[config.mk]
export PLATFORM = sky130hd
export DESIGN_NAME = f_fetch_flat
export DESIGN_NICKNAME = d
export VERILOG_FILES = /design/src/rtl/f_fetch_pkg.sv /design/src/rtl/f_fetch_if.sv /design/src/rtl/f_d_reg.sv /design/src/rtl/f_fetch.sv /design/src/flat_wrapper.sv
export SDC_FILE = /design/constraint.sdc
export NUM_CORES = 1
export LEC_CHECK = 0
export CAP_MARGIN = 20
export CORE_MARGIN = 3
export CORE_UTILIZATION = 35
export CTS_CLUSTER_SIZE = 28
export DETAILED_ROUTE_END_ITERATION = 10
export PLACE_DENSITY = 0.66
export SYNTH_ARGS = -nofsm -noshare
export SYNTH_HDL_FRONTEND = slang
export SYNTH_SLANG_ARGS = --single-unit
[constraint.sdc]
create_clock -name clk -period 2.99 [get_ports clk]
set_input_delay 0.4485 -clock clk [delete_from_list [all_inputs] [get_ports clk]]
set_output_delay 0.4485 -clock clk [all_outputs]
set_load 0.02 [all_outputs]
[src/rtl/f_fetch_pkg.sv]
// Shared constants and types for the fetch stage.
// Optional address-fault check is enabled by defining F_EXC_EN.
package f_fetch_pkg;

  localparam logic [31:0] F_RESET_PC  = 32'h0000_3000;
  localparam logic [31:0] F_NOP_INSTR = 32'h0000_0000;
  localparam logic [4:0]  EXC_ADEL    = 5'd4;

  // Legal instruction fetch window used by the optional fault check
  localparam logic [31:0] F_TEXT_LO   = 32'h0000_3000;
  localparam logic [31:0] F_TEXT_HI   = 32'h0000_6FFF;

  typedef enum logic {
    ST_REQ  = 1'b0,
    ST_HOLD = 1'b1
  } f_state_e;

endpackage

[src/rtl/f_fetch_if.sv]
// Instruction-memory request/acknowledge bus between fetch and memory.
interface f_fetch_if;
  logic        im_req;
  logic [31:0] im_addr;
  logic [31:0] im_rdata;
  logic        im_ack;

  modport master (output im_req, output im_addr, input im_rdata, input im_ack);
  modport slave  (input im_req, input im_addr, output im_rdata, output im_ack);
endinterface

[src/rtl/f_d_reg.sv]
// F/D pipeline register: load-enabled, resets to a NOP bubble.
// D_ExcCode path present only when F_EXC_EN is defined.
module f_d_reg
  import f_fetch_pkg::*;
#(
  parameter logic [31:0] NOP_INSTR = F_NOP_INSTR
) (
  input  logic        clk,
  input  logic        reset,
  input  logic        load,
  input  logic [31:0] instr_i,
  input  logic [31:0] pc_i,
`ifdef F_EXC_EN
  input  logic [4:0]  exc_i,
  output logic [4:0]  exc_o,
`endif
  output logic [31:0] instr_o,
  output logic [31:0] pc_o,
  output logic        valid_o
);

  logic [31:0] instr_q, instr_d;
  logic [31:0] pc_q, pc_d;
  logic        valid_q, valid_d;
`ifdef F_EXC_EN
  logic [4:0]  exc_q, exc_d;
`endif

  // Capture new contents on load, otherwise hold
  always_comb begin
    instr_d = instr_q;
    pc_d    = pc_q;
    valid_d = valid_q;
`ifdef F_EXC_EN
    exc_d   = exc_q;
`endif
    if (load) begin
      instr_d = instr_i;
      pc_d    = pc_i;
      valid_d = 1'b1;
`ifdef F_EXC_EN
      exc_d   = exc_i;
`endif
    end
  end

  // Register with synchronous reset to a bubble
  always_ff @(posedge clk) begin
    if (reset) begin
      instr_q <= NOP_INSTR;
      pc_q    <= '0;
      valid_q <= 1'b0;
`ifdef F_EXC_EN
      exc_q   <= '0;
`endif
    end else begin
      instr_q <= instr_d;
      pc_q    <= pc_d;
      valid_q <= valid_d;
`ifdef F_EXC_EN
      exc_q   <= exc_d;
`endif
    end
  end

  assign instr_o = instr_q;
  assign pc_o    = pc_q;
  assign valid_o = valid_q;
`ifdef F_EXC_EN
  assign exc_o   = exc_q;
`endif

endmodule

[src/rtl/f_fetch.sv]
// Fetch stage: PC register, req/ack instruction fetch FSM, F/D register.
// Defining F_EXC_EN adds the misaligned/out-of-range fetch fault (AdEL)
// and the D_ExcCode output.
module f_fetch
  import f_fetch_pkg::*;
#(
  parameter logic [31:0] RESET_PC  = F_RESET_PC,
  parameter logic [31:0] NOP_INSTR = F_NOP_INSTR
) (
  input  logic        clk,
  input  logic        reset,
  input  logic [31:0] Npc,
  input  logic        stall,
  output logic [31:0] F_PC,
  f_fetch_if.master   im,
  output logic        F_wait,
  output logic [31:0] D_Instr,
  output logic [31:0] D_PC,
`ifdef F_EXC_EN
  output logic [4:0]  D_ExcCode,
`endif
  output logic        D_valid
);

  f_state_e    state_q, state_d;
  logic [31:0] pc_q, pc_d;
  logic [31:0] buf_q, buf_d;
  logic        fault;
  logic        d_load;
  logic [31:0] d_instr;
`ifdef F_EXC_EN
  logic [4:0]  d_exc;
`endif

  // Address fault detection on the current fetch PC
  always_comb begin
`ifdef F_EXC_EN
    fault = (pc_q[1:0] != 2'b00) || (pc_q < F_TEXT_LO) || (pc_q > F_TEXT_HI);
`else
    fault = 1'b0;
`endif
  end

  // State, PC and word buffer registers
  always_ff @(posedge clk) begin
    if (reset) begin
      state_q <= ST_REQ;
      pc_q    <= RESET_PC;
      buf_q   <= '0;
    end else begin
      state_q <= state_d;
      pc_q    <= pc_d;
      buf_q   <= buf_d;
    end
  end

  // Next state: advance PC and load F/D only when a word (or fault) retires unstalled
  always_comb begin
    state_d = state_q;
    pc_d    = pc_q;
    buf_d   = buf_q;
    d_load  = 1'b0;
    d_instr = im.im_rdata;
`ifdef F_EXC_EN
    d_exc   = '0;
`endif
    unique case (state_q)
      ST_REQ: begin
        if (fault) begin
          if (!stall) begin
            d_load  = 1'b1;
            d_instr = NOP_INSTR;
            pc_d    = Npc;
`ifdef F_EXC_EN
            d_exc   = EXC_ADEL;
`endif
          end
        end else if (im.im_ack) begin
          if (!stall) begin
            d_load = 1'b1;
            pc_d   = Npc;
          end else begin
            // Park the word so the ack is not lost while D is frozen
            buf_d   = im.im_rdata;
            state_d = ST_HOLD;
          end
        end
      end
      ST_HOLD: begin
        if (!stall) begin
          d_load  = 1'b1;
          d_instr = buf_q;
          pc_d    = Npc;
          state_d = ST_REQ;
        end
      end
      default: state_d = ST_REQ;
    endcase
  end

  // Handshake outputs; request suppressed during the reset cycle and on fault
  always_comb begin
    im.im_req = 1'b0;
    F_wait    = 1'b0;
    if (!reset && state_q == ST_REQ && !fault) begin
      im.im_req = 1'b1;
      F_wait    = ~im.im_ack;
    end
  end

  assign im.im_addr = pc_q;
  assign F_PC       = pc_q;

  f_d_reg #(.NOP_INSTR(NOP_INSTR)) u_f_d_reg (
    .clk     (clk),
    .reset   (reset),
    .load    (d_load),
    .instr_i (d_instr),
    .pc_i    (pc_q),
`ifdef F_EXC_EN
    .exc_i   (d_exc),
    .exc_o   (D_ExcCode),
`endif
    .instr_o (D_Instr),
    .pc_o    (D_PC),
    .valid_o (D_valid)
  );

endmodule

[src/flat_wrapper.sv]
// flat-port wrapper written by rule: the top's interface ports become plain ports
module f_fetch_flat import f_fetch_pkg::*;
#(
  parameter logic [31:0] RESET_PC  = F_RESET_PC,
  parameter logic [31:0] NOP_INSTR = F_NOP_INSTR
)
  (clk, reset, Npc, stall, F_PC, F_wait, D_Instr, D_PC, D_valid, im_im_req, im_im_addr, im_im_rdata, im_im_ack);
  f_fetch_if im_i ();
  input  logic clk;
  input  logic reset;
  input  logic [31:0] Npc;
  input  logic stall;
  output logic [31:0] F_PC;
  output logic F_wait;
  output logic [31:0] D_Instr;
  output logic [31:0] D_PC;
  output logic D_valid;
  output wire logic [$bits(im_i.im_req)-1:0] im_im_req;
  output wire logic [$bits(im_i.im_addr)-1:0] im_im_addr;
  input wire logic [$bits(im_i.im_rdata)-1:0] im_im_rdata;
  input wire logic [$bits(im_i.im_ack)-1:0] im_im_ack;
  assign im_im_req = im_i.im_req;
  assign im_im_addr = im_i.im_addr;
  assign im_i.im_rdata = im_im_rdata;
  assign im_i.im_ack = im_im_ack;
  f_fetch #(.RESET_PC(RESET_PC), .NOP_INSTR(NOP_INSTR)) u_core (.clk(clk), .reset(reset), .Npc(Npc), .stall(stall), .F_PC(F_PC), .im(im_i), .F_wait(F_wait), .D_Instr(D_Instr), .D_PC(D_PC), .D_valid(D_valid));
endmodule
### After elaboration in Yosys (flattened, before gate mapping)

Index checks and enable logic that the tools add are counted.

| cells by class | value |
|---|---|
| bitwise gates (word level) | 2 |
| reduce and logical (&&, ||, !) cells | 3 |
| equal/unequal tests | 1 |
| muxes and demuxes | 13 |

Operators by type and width:

| kind | number |
|---|---|
| $pmux 32 s2 | 2 |
| $mux 32 | 3 |
| $mux 1 | 6 |
| $pmux 1 s2 | 2 |
| $ne 2x2->1 const B | 1 |
| $not 1->1 | 2 |
| $reduce_and 2->1 | 1 |
| $logic_and 1x1->1 | 1 |
| $logic_not 1->1 | 1 |

| word-level totals | value |
|---|---|
| register bits after elaboration | 130 |
| input bits | 68 |
| output and inout bits | 131 |
| word-level logic and storage cells | 25 |

### Depth between registers and ports, before layout

| logic depth | value |
|---|---|
| depth after elaboration | 3 |
| depth in mapped cells | 6 |
| depth with buffers taken out | 3 |

### Hierarchy

From an unflattened synthesis, not the netlist that was laid out.

| second synthesis, totals | value |
|---|---|
| cell total of the unflattened synthesis | 563 |
| area, all modules | 6012.0 µm² |

Modules (own cells, without submodules):

| module | times used | sequential area each (µm²) | area an instance (µm²) | cells an instance |
|---|---|---|---|---|
| f_fetch | 1 | 1301.2 | 3701.0 | 354 |
| f_d_reg | 1 | 1301.2 | 2311.0 | 209 |

### Worst setup path before layout

OpenSTA, ideal clock, no wires.

| timing | value |
|---|---|
| path type | input to output |
| from | input reset |
| to | output F_wait |
| stages on the path | 3 |
| path slack | 1.297 ns |
| required time | 2.542 ns |
| buffers on the path | 2 |
| arrival time | 1.245 ns |
| cell sequence | buf_2 clkbuf_1 nor3_1 |

| between the ends | value |
|---|---|
| cells in the longest elaborated chain, start to end | 3 |

Ends and longest elaborated chain:

| element | RTL line | RTL |
|---|---|---|
| start: declaration | flat_wrapper.sv:10 | `input logic reset;` |
| $logic_not 1->1 | f_fetch.sv:105 | `if (!reset && state_q == ST_REQ && !fault) begin` |
| $logic_and 1x1->1 | f_fetch.sv:105 |  |
| $mux 1 | f_fetch.sv:105 |  |
| end: declaration | flat_wrapper.sv:14 | `output logic F_wait;` |

Every way passes these cells.

### Worst setup path in the final report

| timing | value |
|---|---|
| from | input im_im_ack |
| to | output F_wait |

| between the ends | value |
|---|---|
| cells in the longest elaborated chain, start to end | 2 |

Ends and longest elaborated chain:

| element | RTL line | RTL |
|---|---|---|
| start: declaration | flat_wrapper.sv:21 | `input wire logic [$bits(im_i.im_ack)-1:0] im_im_ack;` |
| $not 1->1 | f_fetch.sv:107 | `F_wait = ~im.im_ack;` |
| $mux 1 | f_fetch.sv:105 |  |

Every way passes these cells.

==> results.sh <==
export IMPL_status="finished, final reports clean"
export IMPL_die_area_mm2=0.01627
export IMPL_gp_congestion=0.7595
export IMPL_grt_pass1_wl_um=22380
export IMPL_vias=4558
export IMPL_critical_path_max_fanout=7
export IMPL_slew_headroom_pct=57.31
export IMPL_async_flop_share_pct=0
export IMPL_cts_repair_resized=0
export IMPL_combPwrFrac_pct=14.3
export IMPL_hp_class="register to register"
export IMPL_drive_gt1_share_pct=10.70
export IMPL_cp_start_kind="input port"
export IMPL_grt_max_degree=66
export IMPL_post_place_ws_ns=0.6194
export IMPL_crit_buf_inv=2
export IMPL_antenna_found_initial=0
export IMPL_synth_mux_area_share_pct=0
export IMPL_rr_worst_depth=4
export IMPL_path_delay_family="buffers and inverters"
export IMPL_wl_um=14140
export IMPL_core_mm2=0.01415
export IMPL_grt_pass1_vias=4500
export IMPL_synth_area_leaders="dfxtp_1 50%, nand2_1 14%, a21oi_1 12%, o22ai_2 7.3%, buf_4 4.6%"
export IMPL_viasPerCell=4.818
export IMPL_dieWidth_um=127.5
export IMPL_rsz0062_at_grt="no"
export IMPL_cp_cell_sequence="clkdlybuf4s50_1 > nor3_1 > clkdlybuf4s50_1"
export IMPL_synthDistinctLibCells=22
export IMPL_cts_setup_buffers=0
export IMPL_syn_nets=675
export IMPL_yosysTopAreaCellShare_pct=50.34
export IMPL_synth_area_mm2=0.005170
export IMPL_hold_depth=2
export IMPL_cp_data_required_time_ns=2.54
export IMPL_fin_util_pct=53.66
export IMPL_worst_slack_ns=0.6260
export IMPL_drt_iter0_drc=281
export IMPL_dp_hpwl_um=9393
export IMPL_power_switching_mw=1.131
export IMPL_worst_setup_path_end_kind="output port"
export IMPL_synth_flop_cell="dfxtp_1"
export IMPL_avgSynthCellArea_um2=8.517
export IMPL_gr_usage_met3_pct=6.564
export IMPL_maxCapViolCount=0
export IMPL_drt_pass1_iter_count=4
export IMPL_finalHoldViolCount=0
export IMPL_numCtsBuffers=17
export IMPL_worst_pin_slew_ns=0.6403
export IMPL_clk_pin_slew_ns=0.06
export IMPL_synthToLayoutAreaGrowth_pct=46.85
export IMPL_post_drt_wl_per_cell_um=14.95
export IMPL_synth_top_family_by_area="compound AO/OA/AOI/OAI gates"
export IMPL_synth_commonest_cells="188 x nand2_1, 130 x dfxtp_1, 119 x a21oi_1"
export IMPL_cts_tree="done"
export IMPL_timing_final_crit_share_pct=79.06
export IMPL_clockBufferDepth=2
export IMPL_crit_path_frequent_cell="clkdlybuf4s50_1"
export IMPL_htreeDepth=4
export IMPL_synth_xor_area_share_pct=0
export IMPL_initial_core_util_pct=36.54
export IMPL_grt_busiest_layer="met2"
export IMPL_ir_drop_v=0.0003343
export IMPL_power_leakage_nw=2.708
export IMPL_synth_edf_count=0
export IMPL_clock_latency_ns=0.40
export IMPL_critPathMaxStageDelay_ns=0.66
export IMPL_arrival_ns=1.92
export IMPL_powerDensity_mw_per_mm2=619.7
export IMPL_grt_use_met2_pct=27.66
export IMPL_grt_met1_usage_pct=21.10
export IMPL_postCtsHoldBufs=0
export IMPL_synth_simple_gate_area_share_pct=19.31
export IMPL_grt_usage_pct=17.10
export IMPL_synth_fa_ha_area_share_pct=0
export IMPL_intPower_mw=3.574
export IMPL_sw_frac_of_total_pct=24.04
export IMPL_pwr_share_seq_pct=40.3
export IMPL_synth_most_common_cell="nand2_1"
export IMPL_crit_type="input port to output port"
export IMPL_ant_nets=0
export IMPL_synth_compound_gate_area_share_pct=20.55
export IMPL_setup_viol=0
export IMPL_drcViolationCount=0
export IMPL_die_h_um=127.5
export IMPL_cts_sinks=130
export IMPL_grt_overflow_total=0
export IMPL_p_clk_share_pct=45.5
export IMPL_synth_ff_latch_count=130
export IMPL_yosys_warnings=0
export IMPL_antennaDiodeCount=0
export IMPL_maxSlewViolCount=0
export IMPL_row_count=43
export IMPL_final_setup_tns_ns=0
export IMPL_syn_inst=607
export IMPL_clock_fmax_mhz=423.0
export IMPL_finClkSkew_ns=0.007945
export IMPL_cts_root_buf="clkbuf_16"
export IMPL_final_nets=822
export IMPL_port_buffers=198
export IMPL_synth_yosys_seq_area_share_pct=50.34
export IMPL_io_pins=199
export IMPL_cp_depth=3
export IMPL_synth_largest_area_cell="dfxtp_1"
export IMPL_slowest_stage="clkdlybuf4s50_1"
export IMPL_layout_min_cycle_time_ns=2.364
==> worst paths after layout <==
path | start | end | slack, ns
setup reg to reg | u_core.state_q | u_core.u_f_d_reg.instr_o[22] | 1.36
hold / removal | u_core.u_f_d_reg.pc_o[10] | u_core.u_f_d_reg.pc_o[10] | 0.45
setup / recovery | im_im_ack | F_wait | 0.63
hold reg to reg | u_core.u_f_d_reg.pc_o[10] | u_core.u_f_d_reg.pc_o[10] | 0.45
==> cells by family after synthesis <==
logic type,after synthesis
and+or+nand+nor,237
DFF,130
AOI/OAI and AO/OA,160
buffers and inverters,80
==> metal layers <==
metal | share of wire, % | up-vias
li1 | - | 2264
met1 | 43 | 2093
met2 | 46 | 190
met3 | 9.6 | 11
met4 | 0.77 | 0
met5 | 0 | -
==> metrics by stage <==
step	area (um^2)	total power, mW	cells	hold slack [ns]
5_1_grt	7592	4.893	946	0.4616
3_3_place_gp	6969	2.595	915	0.4416
2_1_floorplan	5170	2.293	607	0.4364
4_1_cts	7592	4.767	946	0.4443
6_report	7592	4.705	946	0.4543
3_5_place_dp	6969	2.606	915	0.4489
==> flip-flops by register name, indices dropped and copies added (netlist names) <==
signal / cells
u_core.F_PC: 32
u_core.buf_q: 32
u_core.u_f_d_reg.instr_o: 32
u_core.u_f_d_reg.pc_o: 32
u_core.state_q: 1
u_core.u_f_d_reg.valid_o: 1
==> power groups by stage <==
stage / clock network (mW) / logic (mW) / registers (mW)
2_1_floorplan: 0 / 0.287 / 2.01
3_3_place_gp: 0 / 0.667 / 1.93
3_5_place_dp: 0 / 0.673 / 1.93
4_1_cts: 2.19 / 0.677 / 1.90
5_1_grt: 2.27 / 0.716 / 1.91
6_report: 2.14 / 0.671 / 1.90
==> placed cells by master (no fill, tap or decap), types with 3 or more instances in the layout <==
cell type,instances
a21oi_1,119
o22ai_2,30
clkbuf_8,5
nor2_1,6
nor3_1,5
a21oi_2,7
bufinv_16,3
dfxtp_1,130
buf_4,10
nand2b_1,32
clkdlybuf4s50_1,197
nand2_1,188
clkbuf_16,17
==> area by class of cell <==
class                      instances  area [um^2]
clock inverter                     8        125.1
clock buffer                      23        498.0
multi-input combinational        397         2074
fill                            1274         6558
sequential                       130         2603
timing repair buffer             208         2067
tap                              180        225.2
==> worst register-to-register path: cells and delay by family (launching register included) <==
family	cells	cell delay (ns)
AO/OA/AOI/OAI	2	0.26
flip-flops	1	0.43
buffers and inverters	1	0.30
AND/OR/NAND/NOR	1	0.51
Note: power is estimated with default switching activity, not from simulation.
